**config.mk**
```make
export PLATFORM = sky130hd
export DESIGN_NAME = ai_predictive_opponent
export DESIGN_NICKNAME = d
export VERILOG_FILES = /design/src/rtl/ai_predictive_opponent.sv
export SDC_FILE = /design/constraint.sdc
export NUM_CORES = 1
export LEC_CHECK = 0
export ABC_AREA = 1
export BUFFER_PORTS_ARGS = -buffer_cell sky130_fd_sc_hd__buf_2
export CAP_MARGIN = 20
export CORE_MARGIN = 2
export CORE_UTILIZATION = 63
export CTS_CLUSTER_DIAMETER = 100
export DETAILED_ROUTE_END_ITERATION = 8
export GPL_TIMING_DRIVEN = 1
export PLACE_DENSITY = 0.8
export SLEW_MARGIN = 20
export SYNTH_ARGS = -nofsm -noshare
export SYNTH_HDL_FRONTEND = slang
export SYNTH_SLANG_ARGS = --single-unit
```
**constraint.sdc**
```tcl
create_clock -name clk_0 -period 4.3 [get_ports clk_0]
set_input_delay 0 -clock clk_0 [delete_from_list [all_inputs] [get_ports clk_0]]
set_output_delay 0 -clock clk_0 [all_outputs]
set_load 0.005 [all_outputs]
```
**src/rtl/ai_predictive_opponent.sv**
```systemverilog
// AI paddle controller: waits a reaction delay, predicts the ball's intercept with wall folding,
// then walks the paddle toward the predicted point plus a pseudo-random aim error.
module ai_predictive_opponent #(
  parameter int unsigned CLK_HZ     = 25_175_000,
  parameter int unsigned V_VIDEO    = 480,
  parameter int unsigned PDL_HEIGHT = 96,
  parameter int unsigned SQ_W       = 16,
  parameter int unsigned AI_X       = 608,
  parameter int unsigned SPEED_0    = 300,
  parameter int unsigned SPEED_1    = 450,
  parameter int unsigned SPEED_2    = 600,
  parameter int unsigned REACT_MS_0 = 500,
  parameter int unsigned REACT_MS_1 = 300,
  parameter int unsigned REACT_MS_2 = 150,
  parameter int unsigned ERR_0      = 31,
  parameter int unsigned ERR_1      = 15,
  parameter int unsigned ERR_2      = 3,
  parameter int unsigned DEADBAND   = 2,
  parameter int unsigned MAX_ITER   = 1023
) (
  input  logic       clk_0,
  input  logic       rst,
  input  logic [9:0] sq_xpos,
  input  logic [9:0] sq_ypos,
  input  logic       sq_xveldir,
  input  logic       sq_yveldir,
  input  logic [3:0] sq_xspeed,
  input  logic [3:0] sq_yspeed,
  input  logic       reset_game,
  input  logic       sq_missed,
  input  logic [1:0] difficulty,
  output logic [9:0] ai_ypos,
  output logic [9:0] target_y,
  output logic       ai_busy
);

  localparam logic [9:0]  Centre = 10'(V_VIDEO / 2 - PDL_HEIGHT / 2);
  localparam int unsigned YMax   = V_VIDEO - PDL_HEIGHT;
  localparam int unsigned BMax   = V_VIDEO - SQ_W;

  typedef enum logic [2:0] {StIdle, StReact, StPredict, StTrack, StReturn} state_e;

  state_e      state_q, state_d;
  logic [31:0] cnt_q, cnt_d, presc_q, presc_d;
  logic [10:0] px_q, px_d;
  logic [9:0]  py_q, py_d, it_q, it_d, ypos_q, ypos_d, target_q, target_d;
  logic [3:0]  vx_q, vx_d, vy_q, vy_d;
  logic [1:0]  dlat_q, dlat_d;
  logic        dy_q, dy_d, xdir_q, busy_q;
  logic [15:0] lfsr_q, lfsr_d;

  function automatic logic [31:0] react_len(input logic [1:0] d);
    case (d)
      2'd0:    react_len = 32'(REACT_MS_0 * (CLK_HZ / 1000));
      2'd1:    react_len = 32'(REACT_MS_1 * (CLK_HZ / 1000));
      default: react_len = 32'(REACT_MS_2 * (CLK_HZ / 1000));
    endcase
  endfunction

  function automatic logic [31:0] tick_len(input logic [1:0] d);
    case (d)
      2'd0:    tick_len = 32'(CLK_HZ / SPEED_0);
      2'd1:    tick_len = 32'(CLK_HZ / SPEED_1);
      default: tick_len = 32'(CLK_HZ / SPEED_2);
    endcase
  endfunction

  function automatic logic [4:0] err_mask(input logic [1:0] d);
    case (d)
      2'd0:    err_mask = 5'(ERR_0);
      2'd1:    err_mask = 5'(ERR_1);
      default: err_mask = 5'(ERR_2);
    endcase
  endfunction

  logic        rise, fall, tick, done, near_centre;
  logic [31:0] prd;
  logic [10:0] sum_dn;
  logic [11:0] off, base12, tgt12;
  logic [9:0]  tgt_clamp;

  always_comb begin
    rise        = sq_xveldir & ~xdir_q;
    fall        = ~sq_xveldir & xdir_q;
    lfsr_d      = {lfsr_q[0] ^ lfsr_q[2] ^ lfsr_q[3] ^ lfsr_q[5], lfsr_q[15:1]};
    prd         = (state_q == StReturn) ? tick_len(2'd0) : tick_len(dlat_q);
    tick        = (presc_q == prd - 32'd1);
    done        = (({1'b0, px_q} + 12'(SQ_W)) >= 12'(AI_X)) || (it_q == 10'(MAX_ITER));
    sum_dn      = {1'b0, py_q} + {7'b0, vy_q};
    near_centre = ({1'b0, ypos_q} <= {1'b0, Centre} + 11'(DEADBAND)) &&
                  ({1'b0, ypos_q} + 11'(DEADBAND) >= {1'b0, Centre});
    // Signed 12-bit intercept; bit 11 set means the aim point went above the screen.
    off    = {7'b0, lfsr_q[4:0] & err_mask(dlat_q)};
    base12 = {2'b0, py_q} + 12'(SQ_W / 2) - 12'(PDL_HEIGHT / 2);
    tgt12  = lfsr_q[5] ? base12 - off : base12 + off;
    if (tgt12[11])              tgt_clamp = 10'd0;
    else if (tgt12 > 12'(YMax)) tgt_clamp = 10'(YMax);
    else                        tgt_clamp = tgt12[9:0];
  end

  always_comb begin
    state_d  = state_q;
    cnt_d    = cnt_q;
    presc_d  = presc_q;
    px_d     = px_q;
    py_d     = py_q;
    dy_d     = dy_q;
    vx_d     = vx_q;
    vy_d     = vy_q;
    it_d     = it_q;
    dlat_d   = dlat_q;
    target_d = target_q;
    ypos_d   = ypos_q;

    if (state_q == StTrack || state_q == StReturn) begin
      if (tick) begin
        presc_d = 32'd0;
        if ({1'b0, ypos_q} > {1'b0, target_q} + 11'(DEADBAND)) begin
          ypos_d = ypos_q - 10'd1;
        end else if ({1'b0, ypos_q} + 11'(DEADBAND) < {1'b0, target_q}) begin
          ypos_d = ypos_q + 10'd1;
        end
      end else begin
        presc_d = presc_q + 32'd1;
      end
    end

    unique case (state_q)
      StIdle, StReturn: begin
        if (rise && !sq_missed) begin
          dlat_d  = difficulty;
          cnt_d   = 32'd0;
          state_d = StReact;
        end else if (state_q == StReturn && near_centre) begin
          state_d = StIdle;
        end
      end
      StReact, StPredict, StTrack: begin
        if (sq_missed || fall) begin
          target_d = Centre;
          cnt_d    = 32'd0;
          presc_d  = 32'd0;
          state_d  = StReturn;
        end else if (state_q == StTrack) begin
          if (rise) begin
            dlat_d  = difficulty;
            cnt_d   = 32'd0;
            state_d = StReact;
          end
        end else if (state_q == StReact) begin
          if (cnt_q == react_len(dlat_q) - 32'd1) begin
            px_d    = {1'b0, sq_xpos};
            py_d    = sq_ypos;
            dy_d    = sq_yveldir;
            vx_d    = (sq_xspeed == 4'd0) ? 4'd1 : sq_xspeed;
            vy_d    = sq_yspeed;
            it_d    = 10'd0;
            state_d = StPredict;
          end else begin
            cnt_d = cnt_q + 32'd1;
          end
        end else if (done) begin
          target_d = tgt_clamp;
          presc_d  = 32'd0;
          state_d  = StTrack;
        end else begin
          px_d = px_q + {7'b0, vx_q};
          it_d = it_q + 10'd1;
          // Reflect off the bottom / top wall by mirroring the overshoot.
          if (dy_q) begin
            if (sum_dn > 11'(BMax)) begin
              py_d = 10'(11'(2 * BMax) - sum_dn);
              dy_d = 1'b0;
            end else begin
              py_d = sum_dn[9:0];
            end
          end else if (py_q < {6'b0, vy_q}) begin
            py_d = {6'b0, vy_q} - py_q;
            dy_d = 1'b1;
          end else begin
            py_d = py_q - {6'b0, vy_q};
          end
        end
      end
      default: state_d = StIdle;
    endcase
  end

  always_ff @(posedge clk_0) begin
    xdir_q <= sq_xveldir;
    if (rst) begin
      lfsr_q <= 16'hACE1;
    end else begin
      lfsr_q <= lfsr_d;
    end
    if (rst || reset_game) begin
      state_q  <= StIdle;
      cnt_q    <= 32'd0;
      presc_q  <= 32'd0;
      px_q     <= 11'd0;
      py_q     <= 10'd0;
      dy_q     <= 1'b0;
      vx_q     <= 4'd0;
      vy_q     <= 4'd0;
      it_q     <= 10'd0;
      dlat_q   <= 2'd0;
      target_q <= Centre;
      ypos_q   <= Centre;
      busy_q   <= 1'b0;
    end else begin
      state_q  <= state_d;
      cnt_q    <= cnt_d;
      presc_q  <= presc_d;
      px_q     <= px_d;
      py_q     <= py_d;
      dy_q     <= dy_d;
      vx_q     <= vx_d;
      vy_q     <= vy_d;
      it_q     <= it_d;
      dlat_q   <= dlat_d;
      target_q <= target_d;
      ypos_q   <= ypos_d;
      busy_q   <= (state_d == StReact) || (state_d == StPredict);
    end
  end

  assign ai_ypos  = ypos_q;
  assign target_y = target_q;
  assign ai_busy  = busy_q;

endmodule
```
# Word level (Yosys, flattened, before mapping)
# Index checks and enable logic that the tools add are counted.
[totals]
latch_bits = 0
in_bits = 36
memories = 0
ramBits = 0
ff_bits = 147
output_inout_bits = 21
romBits = 0
elab_cells = 160
[classes]
n_bitwise = 10
shift = 0
n_eq_ne = 21
n_mul = 0
magnitude_cmp = 8
reduce_logical = 23
div_mod_pow = 0
n_mux = 64
addsub = 19
[ops]
columns = ["cell", "n"]
rows = [
  ["2-to-1 mux 32 bit", 18],
  ["2-to-1 mux 10 bit", 17],
  ["adder 32 x 1 -> 32 bit, second input constant", 2],
  ["== test 32 bit", 2],
  ["one-hot mux 32 bit (2 select lines)", 1],
  ["subtractor 32 x 1 -> 32 bit, second input constant", 2],
  ["one-hot mux 24 bit (2 select lines)", 1],
  ["one-hot mux 17 bit (2 select lines)", 1],
  ["2-to-1 mux 11 bit", 3],
  ["2-to-1 mux 3 bit", 8],
  ["adder 10 x 2 -> 11 bit, second input constant", 2],
  ["adder 10 x 1 -> 10 bit, second input constant", 2],
  ["AND reduction 5 bit", 4],
  ["adder 11 x 5 -> 12 bit, second input constant", 1],
  ["adder 12 x 5 -> 12 bit", 1],
  ["greater-or-equal comparator 12 x 10 -> 1 bit, second input constant", 1],
  ["> comparator 12 x 9 -> 1 bit, second input constant", 1],
  ["2-to-1 mux 12 bit", 1],
  ["!= test 4 bit, second input constant", 3],
  ["subtractor 11 x 6 -> 12 bit, second input constant", 1],
  ["subtractor 12 x 5 -> 12 bit", 1],
  ["adder 10 x 4 -> 11 bit", 1],
  ["adder 10 x 4 -> 11 bit, second input constant", 1],
  ["adder 11 x 4 -> 11 bit", 1],
  ["38 further kinds", 69],
]

# Logic depth before layout (Yosys ltp)
# Gate-level depths: netlist (run 1).
[depth]
word_depth = 15
depth_mapped = 25
ltp_nobuf = 25

# Least setup slack after synthesis (run 1)
# OpenSTA, ideal clock, no wires.
[synth_path]
kind = "register to register"
from = "register target_q[1] (netlist: target_y[1])"
to = "register ypos_q[8] (netlist: ai_ypos[8])"
synth_period_minus_slack_ns = 3.514
setup_slack_ns = 0.786
stages_incl_launch_ff = 26
arrival_time_ns = 3.450
t_required_ns = 4.236
n_path_buf = 0
cell_sequence = "dfxtp_1 -> ha_1 -> nand3_1 -> nor2_1 -> nand2_1 -> nor3_1 -> xor2_1 -> ha_1 -> nand2_1 -> o21ai_0 -> nor2_1 -> nand2_1 -> nand2_1 -> inv_1 -> ha_1 -> nand2_1 -> o21ai_0 -> nand2_1 -> nand2_1 -> nand2_1 -> a21oi_1 -> o21ai_0 -> nand2_1 -> xor2_1 -> o21ai_1 -> nor2_1"
[synth_between]
elab_chain_len = 4
[synth_rtl]
columns = ["item", "line_no", "text"]
rows = [
  ["start, declared", "46", "logic [9:0] py_q, py_d, it_q, it_d, ypos_q, ypos_d, target_q, target_d;"],
  ["start signal, assigned", "207", "target_q <= Centre;"],
  ["start signal, assigned", "221", "target_q <= target_d;"],
  ["adder 10 x 2 -> 11 bit", "118", "if ({1'b0, ypos_q} > {1'b0, target_q} + 11'(DEADBAND)) begin"],
  ["> comparator 10 x 11 -> 1 bit", "118", ""],
  ["nonzero test 2 bit (no line)", "n/a", ""],
  ["AND reduction 3 bit (no line)", "n/a", ""],
  ["end signal, assigned", "208", "ypos_q <= Centre;"],
  ["end signal, assigned", "222", "ypos_q <= ypos_d;"],
  ["end, declared", "46", ""],
]
# Parallel ways exist; a longest one is shown, timed or not.
# A chain may end at the register's enable or synchronous reset.

# Final worst setup path (run 1)
[layout_path]
from = "register target_q[4] (netlist: target_y[4])"
to = "register ypos_q[8] (netlist: ai_ypos[8])"
# The elaborated chain is that of the path after synthesis.

==> impl_metrics.py, run 1 <==
metrics = {
    "yosys": {
        "synth.area.top_cells": "dfxtp_1 27%, nand2_1 12%, ha_1 7.9%",
        "syn_area_per_cell_sq_um": 6.55,
        "ys_async_sr_fraction_pct": 0,
        "yosys_warnings": 0,
        "synth_area_leader_cell": "dfxtp_1",
        "netlist_instances": 1694,
        "synth_edf_count": 0,
        "ys_ff_latch": 147,
        "syn_nets": 1806,
        "synth_top_cell_area_share_pct": 26.5,
        "synth_seq_area_share_pct": 26.5,
        "synth_ff_type": "dfxtp_1",
        "synth_cell_types": 55,
        "syn_area_sq_um": 11100,
    },
    "place": {
        "dpl.hpwl_mm": 21.2,
        "io_buffers": 56,
        "post-place-cells": 1938,
        "gp_congestion": 0.966,
    },
    "setup_path": {
        "reg2reg_to": "ai_ypos[8]",
        "crit_type": "reg -> reg",
        "end_kind": "flip-flop",
        "worstPathRequired_ns": 4.68,
        "arrival_ns": 4.17,
        "worstRegToRegCells": 25,
        "worst_r2r_startpoint": "target_y[4]",
        "reg2reg_slack_ns": 0.51,
        "critPathLaunch": "target_y[4]",
        "worstPathMaxFanout": 8,
        "start_kind": "flip-flop",
        "cp-endpoint": "ai_ypos[8]",
    },
    "grt": {
        "grt_usage_pct": 32.0,
        "grt_pass1_wl_mm": 48.4,
        "grt_pass1_vias": 10244,
        "gr-total-overflow": 0,
        "grt_max_degree": 46,
        "antenna_found_initial": 0,
    },
    "clocking": {
        "root_buffer": "clkbuf_16",
        "cts_tree": "yes",
        "cts.sinks": 147,
        "insertion_delay_ns": 0.44,
        "htreeDepth": 4,
        "numCtsBuffers": 17,
        "clk_path_buf_depth": 2,
        "path_clk_slew_ns": 0.07,
    },
    "layout": {
        "post-route-util_pct": 72.3,
        "syn_to_final_growth_pct": 12.3,
        "nets": 1880,
        "drive_gt1_share_pct": 10.1,
        "fillerInstances": 1438,
        "diodes": 0,
        "layoutNonFillerInstCount": 2006,
    },
    "outcome": {
        "status": "completed",
    },
    "sta": {
        "tns_ns": 0,
        "slew_viol_final": 0,
        "worst_slew_margin_rel_pct": 40.7,
        "layout_worst_path_cycle_share_pct": 88.1,
        "worst_pin_slew_ns": 0.888,
        "setup_violations": 0,
        "rsz0062_at_grt": "false",
        "fin_worst_skew_ns": 0.0100,
        "max_freq_mhz": 264,
        "hold_viol_final": 0,
        "post-route-min-period_ns": 3.79,
    },
    "job": {
        "drv_cap": 0,
    },
    "routing": {
        "met3_length_mm": 1.80,
        "via_per_inst": 5.65,
        "post_drt_wl_per_cell_um": 14.6,
        "drtIter0Drc": 897,
        "drc": 0,
        "wl_met1_mm": 13.5,
        "drt_first_pass_iters": 6,
        "wl_met2_mm": 13.3,
        "maxUsedRoutingLayer": "met4",
        "drt-total-wl_mm": 29.2,
        "drtAntennaViolNets": 0,
        "vias": 11334,
    },
    "power_and_ir_drop": {
        "ir_drop_uv": 306,
        "pwr-share-seq_pct": 44.3,
        "p_int_mw": 2.30,
        "p_per_area_nw_per_um2": 250,
        "swShare_pct": 26.4,
        "p_clk_share_pct": 49.1,
        "leakage_nw": 5.25,
        "power_mw": 3.12,
        "p_switching_mw": 0.823,
        "p_comb_share_pct": 6.6,
    },
    "floorplanning": {
        "initial_core_util_pct": 64.4,
        "die_x_um": 137,
        "dieArea_sq_um": 18700,
        "io-pin-count": 57,
        "die_h_um": 137,
        "fp-row-count": 48,
        "core_sq_um": 17200,
    },
    "min_path": {
        "worstHoldStart": "sq_ypos[3]",
        "hp-class": "in -> reg",
    },
}
Yosys cell counts (8+ instances only):
cell	n
dfxtp_1	147
a21oi_1	114
ha_1	70
inv_2	9
nor4_1	12
nand3_1	117
or2_2	24
buf_2	11
nor2_2	8
a211oi_1	13
o211ai_1	8
nor3b_1	12
nor2_1	197
nand2_1	368
o21ai_0	87
xor2_1	57
nand2_2	9
inv_1	187
a31oi_1	12
o21ai_1	13
nand4_1	37
nor3_1	61
xnor2_1	19
clkbuf_1	23
flip-flops by register name (all words and copies together) (netlist names), 2 cells and up:
| register | count |
|---|---|
| px_q | 11 |
| py_q | 10 |
| it_q | 10 |
| vx_q | 4 |
| lfsr_q | 16 |
| vy_q | 4 |
| presc_q | 32 |
| dlat_q | 2 |
| ai_ypos | 10 |
| state_q | 3 |
| cnt_q | 32 |
| target_y | 10 |
cells by family after synthesis:
family	synth area share [%]
adders and majority gates	8.97
AOI/OAI and AO/OA	13.5
xor gates and xnor gates	6.00
DFF	26.5
buffers and inverters	8.72
and+or+nand+nor	36.3
cell usage in the layout (no fill, tap or decap), drive strengths merged, types with 3 or more instances in the layout:
cell type | Yosys | routed
nand2 | 381 | 381
nor2 | 211 | 211
inv | 196 | 205
dfxtp | 147 | 147
nand3 | 121 | 121
a21oi | 117 | 117
o21ai | 100 | 100
ha | 70 | 70
nor3 | 67 | 67
buf | 20 | 64
xor2 | 57 | 57
nand4 | 40 | 40
dlygate4sd3 | 0 | 34
or2 | 26 | 26
xnor2 | 19 | 19
clkbuf | 23 | 18
a211oi | 14 | 14
nor3b | 13 | 13
a31oi | 12 | 12
nor4 | 12 | 12
o211ai | 8 | 8
clkinv | 5 | 8
o31ai | 7 | 7
nand3b | 6 | 6
fa | 6 | 6
and3 | 4 | 4
o21bai | 3 | 3
a21o | 3 | 3
routing by layer:
layer	vias to the layer above	GRT usage, %
met3	55	4.89
met5	-	0
li1	5740	-
met4	0	11.5
met1	5150	43.5
met2	389	51.6
per-stage QoR:
stage	hold WS (ns)	worst slack (ns)	area, sq um
after floorplan	0.0277	0.786	11100
after global placement	0.146	0.406	11500
after detailed placement	0.148	0.261	11500
after CTS	0.000700	0.245	12400
after global routing	0.0162	0.0154	12500
final	0.00326	0.510	12500
what timing repair did:
action                                 in CTS  in global routing
hold buffers                               34                  0
endpoints found under the hold margin      45                  0
setup endpoints to repair                   0                  4
setup buffers                               0                  2
gates resized for setup                     0                  5
how the worst min path moves through the flow:
stage / slack (ns) / end / cells after the start
floorplan: 0.03 / xdir_q / 0
global placement: 0.15 / xdir_q / 1
detailed placement: 0.15 / xdir_q / 1
CTS: 0.0007 / py_q[3] / 5
global route: 0.02 / py_q[3] / 5
finish: 0.003 / py_q[3] / 5
critical path, cell delays in order (launching register included):
cell and delay (ns):
dfxtp_1 0.39, inv_1 0.12, nor3_4 0.25, nand2_1 0.09, xor2_1 0.15, ha_1 0.32, nand2_1 0.10, nor2_1 0.05
a211oi_1 0.21, nor2_1 0.08, nor2_1 0.08, nand2_1 0.06, nand2_1 0.17, inv_2 0.13, ha_1 0.36, nand2_1 0.07
o21ai_1 0.19, nand2_1 0.07, nand2_1 0.06, nand2_1 0.07, a21oi_1 0.20, o21ai_0 0.12, nand2_1 0.09, xor2_1 0.14
o21ai_1 0.07, nor2_1 0.09
power groups by stage:
stage | registers, mW | clock network [mW] | logic, mW
2_1_floorplan | 1.41 | 0 | 0.129
3_3_place_gp | 1.41 | 0 | 0.175
3_5_place_dp | 1.41 | 0 | 0.177
4_1_cts | 1.38 | 1.54 | 0.201
5_1_grt | 1.38 | 1.60 | 0.229
6_report | 1.38 | 1.53 | 0.206
layout make-up:
class / count / area [sq um] / share of cell area (%)
clock buffers: 18 / 439 / 3.52
clock inverters: 14 / 160 / 1.28
inverters: 201 / 756 / 6.06
multi-input cells: 1303 / 7210 / 57.8
flip-flops and latches: 147 / 2940 / 23.6
well taps: 225 / 282 / 2.26
repair buffers: 98 / 681 / 5.46
(Power assumes the default switching activity.)
==> run 2, diff against run 1 <==
CORE_UTILIZATION = 64   (was 63)
PLACE_DENSITY = 0.81   (was 0.8)
clock period = 4.87 ns   (was 4.3 ns; I/O delays follow)
==> run 2 against run 1 <==
Net effect:
- utilization rose by 0.59 points
- die area is 1.5% lower
- routed wire length is 0.70% higher
- cell count about the same
- design area grew 0.11%
- critical endpoint unchanged
- largest power group unchanged
- highest routed layer unchanged
==> impl_metrics.py, run 2 (synthesized netlist as in run 1, its figures left out) <==
metrics = {
    "layout": {
        "layoutNonFillerInstCount": 2004,
        "nets": 1878,
        "largest_registers": "cnt_q x32, presc_q x32, lfsr_q x16",
        "diodes": 0,
        "final_cell_mix": "368 x nand2_1, 196 x nor2_1, 187 x inv_1, 147 x dfxtp_1, 117 x nand3_1",
        "seq_area_sq_um": 2940,
        "drive_gt1_share_pct": 9.72,
        "syn_to_final_growth_pct": 12.5,
        "multi_input_area_sq_um": 7190,
        "fillerInstances": 1456,
        "layout.cells.most_common": "nand2_1",
    },
    "clocking": {
        "cts.sinks": 147,
        "insertion_delay_ns": 0.43,
        "cts_tree": "yes",
        "clk_path_buf_depth": 2,
        "post_cts_buffers": 0,
        "post_cts_resized": 0,
        "root_buffer": "clkbuf_16",
        "htreeDepth": 4,
        "ctsHoldBuffers": 34,
        "numCtsBuffers": 17,
        "path_clk_slew_ns": 0.07,
    },
    "place": {
        "dpl.hpwl_mm": 21.2,
        "post-place-cells": 1938,
        "gp_congestion": 0.944,
        "io_buffers": 56,
    },
    "power_and_ir_drop": {
        "leakage_nw": 5.25,
        "pwr-share-seq_pct": 42.9,
        "p_int_mw": 2.19,
        "p_comb_share_pct": 6.4,
        "p_clk_share_pct": 50.7,
        "p_switching_mw": 0.656,
        "p_per_area_nw_per_um2": 228,
        "ir_drop_uv": 265,
        "swShare_pct": 23.0,
    },
    "floorplanning": {
        "io-pin-count": 57,
        "fp-row-count": 48,
        "die_x_um": 136,
        "dieArea_sq_um": 18400,
        "initial_core_util_pct": 64.8,
        "die_h_um": 136,
        "core_sq_um": 17100,
    },
    "sta": {
        "layout_worst_path_cycle_share_pct": 84.3,
        "fin_worst_skew_ns": 0.0112,
        "setup_violations": 0,
        "worst_slew_margin_rel_pct": 39.4,
        "slew_viol_final": 0,
        "worst_pin_slew_ns": 0.907,
        "post-route-min-period_ns": 4.11,
        "tns_ns": 0,
        "rsz0062_at_grt": "false",
        "hold_viol_final": 0,
        "max_freq_mhz": 243,
    },
    "setup_path": {
        "reg2reg_slack_ns": 0.76,
        "crit_type": "reg -> reg",
        "worstRegToRegCells": 25,
        "arrival_ns": 4.48,
        "start_kind": "flip-flop",
        "worstPathRequired_ns": 5.24,
        "worstPathMaxFanout": 8,
        "end_kind": "flip-flop",
    },
    "routing": {
        "vias": 11420,
        "via_per_inst": 5.70,
        "drtIter0Drc": 1020,
        "drt_first_pass_iters": 7,
        "drtAntennaViolNets": 0,
        "post_drt_wl_per_cell_um": 14.7,
        "drc": 0,
        "drt-total-wl_mm": 29.4,
    },
    "grt": {
        "grt_pass1_wl_mm": 49.1,
        "grt_pass1_vias": 10421,
        "grt_max_degree": 46,
        "grt_usage_pct": 32.6,
        "antenna_found_initial": 0,
        "gr-total-overflow": 0,
    },
    "outcome": {
        "status": "completed",
    },
    "job": {
        "drv_cap": 0,
    },
    "min_path": {
        "hp-class": "in -> reg",
        "holdPathStages": 5,
    },
}
-- run 2: cell types whose count changed in the layout (fill, tap and decap cells not counted), moves of 2 or more --
cell	delta
clkbuf_8	+2
inv_8	-4
clkbuf_1	+2
bufinv_16	+3
buf_4	-2
inv_6	-3
-- run 2: metal layers --
| layer | GRT usage [%] | routed length, um |
|---|---|---|
| met3 | 5.39 | 1960 |
| met4 | 9.43 | 434 |
| met1 | 43.4 | 13100 |
| met2 | 54.4 | 13900 |
| met5 | 0 | 0 |
-- run 2: critical path, cell delays in order (launching register included) --
cell and delay, ns:
dfxtp_1 0.50, ha_1 0.24, nand3_1 0.13, nor2_1 0.13, nand2_1 0.10, nor3_1 0.19
xor2_1 0.20, ha_1 0.28, nand4_1 0.11, nor2_1 0.05, nor2_1 0.09, nand2_1 0.05
nand2_1 0.15, inv_1 0.18, ha_1 0.39, nand2_1 0.06, o21ai_0 0.26, nand2_1 0.10
nand2_1 0.08, nand2_1 0.06, a21oi_1 0.20, o21ai_0 0.12, nand2_1 0.08, xor2_1 0.14
o21ai_1 0.07, nor2_1 0.10
-- run 2: final timing paths --
path,to,start
setup reg to reg,ai_ypos[8],target_y[1]
hold / removal,py_q[9],sq_ypos[9]
setup / recovery,ai_ypos[8],target_y[1]
hold reg to reg,lfsr_q[14],lfsr_q[15]
-- run 2: layout make-up --
type | count | area share (%)
clock buffers | 22 | 3.80
clock inverters | 10 | 1.37
inverters | 201 | 6.05
multi-input cells | 1303 | 57.6
flip-flops and latches | 147 | 23.6
well taps | 225 | 2.26
repair buffers | 96 | 5.33
-- run 2: power groups by stage --
| stage | Combinational (mW) | Clock, mW | Sequential (mW) |
|---|---|---|---|
| after floorplan | 0.114 | 0 | 1.24 |
| after global placement | 0.154 | 0 | 1.25 |
| after detailed placement | 0.158 | 0 | 1.25 |
| after CTS | 0.179 | 1.46 | 1.22 |
| after global routing | 0.203 | 1.51 | 1.22 |
| final | 0.182 | 1.44 | 1.22 |
-- run 2: stage by stage --
step           utilization [%]  worst slack (ns)  power, mW  instance area, sq um  hold WS, ns
3_5_place_dp              67.2             0.861       1.40                 11500        0.149
6_report                  72.9             0.762       2.84                 12500       0.0240
3_3_place_gp              67.2             0.997       1.40                 11500        0.145
2_1_floorplan                -              1.36       1.36                 11100       0.0277
4_1_cts                   72.9             0.789       2.86                 12500       0.0147
5_1_grt                   72.9             0.361       2.93                 12500       0.0782
==> run 3, diff against run 2 <==
ABC_AREA = 0   (was 1)
CORE_UTILIZATION = 62   (was 64)
PLACE_DENSITY = 0.79   (was 0.81)
clock period = 3.91 ns   (was 4.87 ns; I/O delays follow)
==> run 3 against run 2 <==
Net effect:
- via count down 18%
- non-clock buffer count up 22
- clock skew up 0.0022 ns
- clock-buffer cell count down 5
==> impl_metrics.py, run 3 <==
metrics = {
    "yosys": {
        "yosys_warnings": 0,
        "synthAdderAreaFrac_pct": 9.85,
        "synth_top_family_by_area": "simple AND/OR/NAND/NOR gates",
        "synth_ff_type": "dfxtp_1",
        "ys_async_sr_fraction_pct": 0,
        "synth.area.top_cells": "dfxtp_1 29%, ha_1 8.7%, xnor2_1 7.6%",
        "synth_common_cells": "159 x nor2_1, 147 x dfxtp_1, 91 x nand2_1",
        "synth_xor_area_share_pct": 10.7,
        "synthMuxAreaShare_pct": 2.49,
        "synth_area_leader_cell": "dfxtp_1",
        "synth-simple-area-share_pct": 27.6,
        "netlist_instances": 1263,
        "synth_compound_area_share_pct": 16.0,
        "ys_ff_latch": 147,
        "syn_area_per_cell_sq_um": 8.01,
        "synth_edf_count": 0,
        "syn_area_sq_um": 10100,
        "syn_nets": 1375,
        "synth_cell_types": 83,
        "synth_seq_area_share_pct": 29.1,
        "synth.most_common_cell": "nor2_1",
        "synth_top_cell_area_share_pct": 29.1,
    },
    "place": {
        "dpl.hpwl_mm": 17.8,
        "gp_congestion": 0.905,
        "io_buffers": 56,
        "dp_slack_ns": -0.0548,
        "post-place-cells": 1512,
    },
    "setup_path": {
        "cp-endpoint": "ai_ypos[9]",
        "end_kind": "flip-flop",
        "worst_r2r_startpoint": "target_y[5]",
        "arrival_ns": 4.19,
        "start_kind": "flip-flop",
        "crit_type": "reg -> reg",
        "reg2reg_slack_ns": 0.1,
        "worstPathRequired_ns": 4.29,
        "worstPathMaxFanout": 6,
        "worstRegToRegCells": 19,
        "critPathLaunch": "target_y[5]",
        "reg2reg_to": "ai_ypos[9]",
    },
    "sta": {
        "post-route-min-period_ns": 3.81,
        "setup_slack_ns": 0.0989,
        "slew_viol_final": 0,
        "whs_ns": 0.0160,
        "worst_slew_margin_rel_pct": 35.2,
        "setup_violations": 0,
        "max_freq_mhz": 262,
        "layout_worst_path_cycle_share_pct": 97.5,
        "fin_worst_skew_ns": 0.0134,
        "worst_pin_slew_ns": 0.971,
        "rsz0062_at_grt": "true",
        "hold_viol_final": 0,
    },
    "grt": {
        "grt_max_degree": 43,
        "grt_pass1_wl_mm": 42.2,
        "grt_pass1_vias": 8743,
        "gr-total-overflow": 0,
        "grt_usage_pct": 29.4,
        "antenna_found_initial": 0,
    },
    "power_and_ir_drop": {
        "leakage_nw": 4.35,
        "p_per_area_nw_per_um2": 281,
        "ir_drop_uv": 354,
        "power_mw": 3.28,
    },
    "layout": {
        "nets": 1458,
        "syn_to_final_growth_pct": 15.3,
        "final_cell_mix": "159 x nor2_1, 144 x dfxtp_1, 91 x nand2_1, 88 x xnor2_1, 64 x ha_1",
        "post-route-util_pct": 73.2,
        "layout.cells.most_common": "nor2_1",
        "layoutNonFillerInstCount": 1576,
        "drive_gt1_share_pct": 13.5,
        "largest_registers": "cnt_q x32, presc_q x32, lfsr_q x16",
    },
    "min_path": {
        "hp-class": "in -> reg",
    },
    "floorplanning": {
        "die_x_um": 132,
        "io-pin-count": 57,
        "core_sq_um": 15900,
        "initial_core_util_pct": 63.4,
        "fp-row-count": 46,
        "die_h_um": 132,
        "dieArea_sq_um": 17400,
    },
    "clocking": {
        "insertion_delay_ns": 0.44,
        "cts_tree": "yes",
        "htreeDepth": 4,
        "cts.sinks": 147,
        "numCtsBuffers": 17,
        "clk_path_buf_depth": 2,
        "path_clk_slew_ns": 0.07,
        "root_buffer": "clkbuf_16",
    },
    "routing": {
        "post_drt_wl_per_cell_um": 16.2,
        "drtIter0Drc": 647,
        "drc": 0,
        "vias": 9385,
        "drtAntennaViolNets": 0,
        "drt-total-wl_mm": 25.6,
        "drt_first_pass_iters": 5,
        "via_per_inst": 5.95,
    },
    "job": {
        "drv_cap": 0,
    },
    "outcome": {
        "status": "completed",
    },
}
## run 3: cell count changes in the layout (fill, tap and decap cells not counted), sizes merged, moves of 24 or more
cell | before | now
a21oi | 117 | 52
buf | 62 | 94
inv | 198 | 63
mux2i | 0 | 24
nand2 | 381 | 91
nand3 | 121 | 48
nor2 | 211 | 160
nor2b | 0 | 28
o21ai | 100 | 50
xnor2 | 19 | 88
## run 3: logic make-up (layout without fill, tap and decap cells)
| kind of cell | after synthesis | count (layout) |
|---|---|---|
| and+or+nand+nor | 547 | 547 |
| AOI/OAI and AO/OA | 234 | 234 |
| DFF | 147 | 147 |
| xor gates and xnor gates | 123 | 123 |
| buffers and inverters | 111 | 207 |
| adders and majority gates | 76 | 76 |
| muxes | 25 | 25 |
| other | 0 | 1 |
## run 3: power by group
group          internal (mW)  switching (mW)  total, mW
clock                  0.827           0.727       1.55
combinational         0.0898           0.117      0.207
sequential              1.51         0.00922       1.52
## run 3: worst min path at each step
stage / from / to / slack (ns) / cells after the start
global route: sq_ypos[0] / py_q[0] / 0.03 / 3
finish: sq_ypos[5] / py_q[5] / 0.02 / 4
floorplan: sq_xveldir / xdir_q / 0.03 / 0
global placement: sq_xveldir / xdir_q / 0.13 / 1
detailed placement: sq_xveldir / xdir_q / 0.13 / 1
CTS: sq_ypos[0] / py_q[0] / 0.002 / 3
## run 3: layout make-up
type | count | area, sq um
repair buffers | 118 | 830
clock buffers | 17 | 425
well taps | 216 | 270
flip-flops and latches | 147 | 2950
inverters | 57 | 214
fillers | 1261 | 4280
multi-input cells | 1005 | 6850
clock inverters | 15 | 121
diodes | 1 | 2.50
## run 3: critical path, stage by stage, from the launching register on
cell and delay, ns:
dfxtp_1 0.35, and4_4 0.24, nand2_1 0.08, nor3_4 0.23, xnor2_1 0.09, ha_1 0.30
o21ai_0 0.08, nand2b_1 0.07, a21oi_1 0.06, a311o_1 0.31, a21oi_4 0.25, ha_4 0.25
a21oi_2 0.20, o2111ai_2 0.17, a21o_1 0.19, a21oi_2 0.14, o21ai_1 0.08, xnor2_1 0.14
or4_1 0.46, nand2_1 0.07
## run 3: layer usage
layer	track usage, %	vias to the layer above	routed length, um
met1	37.9	4424	11500
met3	5.86	43	1270
li1	-	4667	-
met4	9.78	0	560
met2	49.4	251	12300
met5	0	-	0
## run 3: stage by stage
step	TNS, ns	cell area (sq um)
global placement	0	10700
global route	-0.197	11700
floorplan	0	10100
CTS	0	11500
finish	0	11700
detailed placement	-0.0548	10700
## run 3: repair_timing
action,CTS,global route
resized for setup,3,18
setup buffers,0,7
hold buffers,24,0
hold endpoints to repair,31,0
pin swaps,0,8
endpoints found under the setup margin,1,4
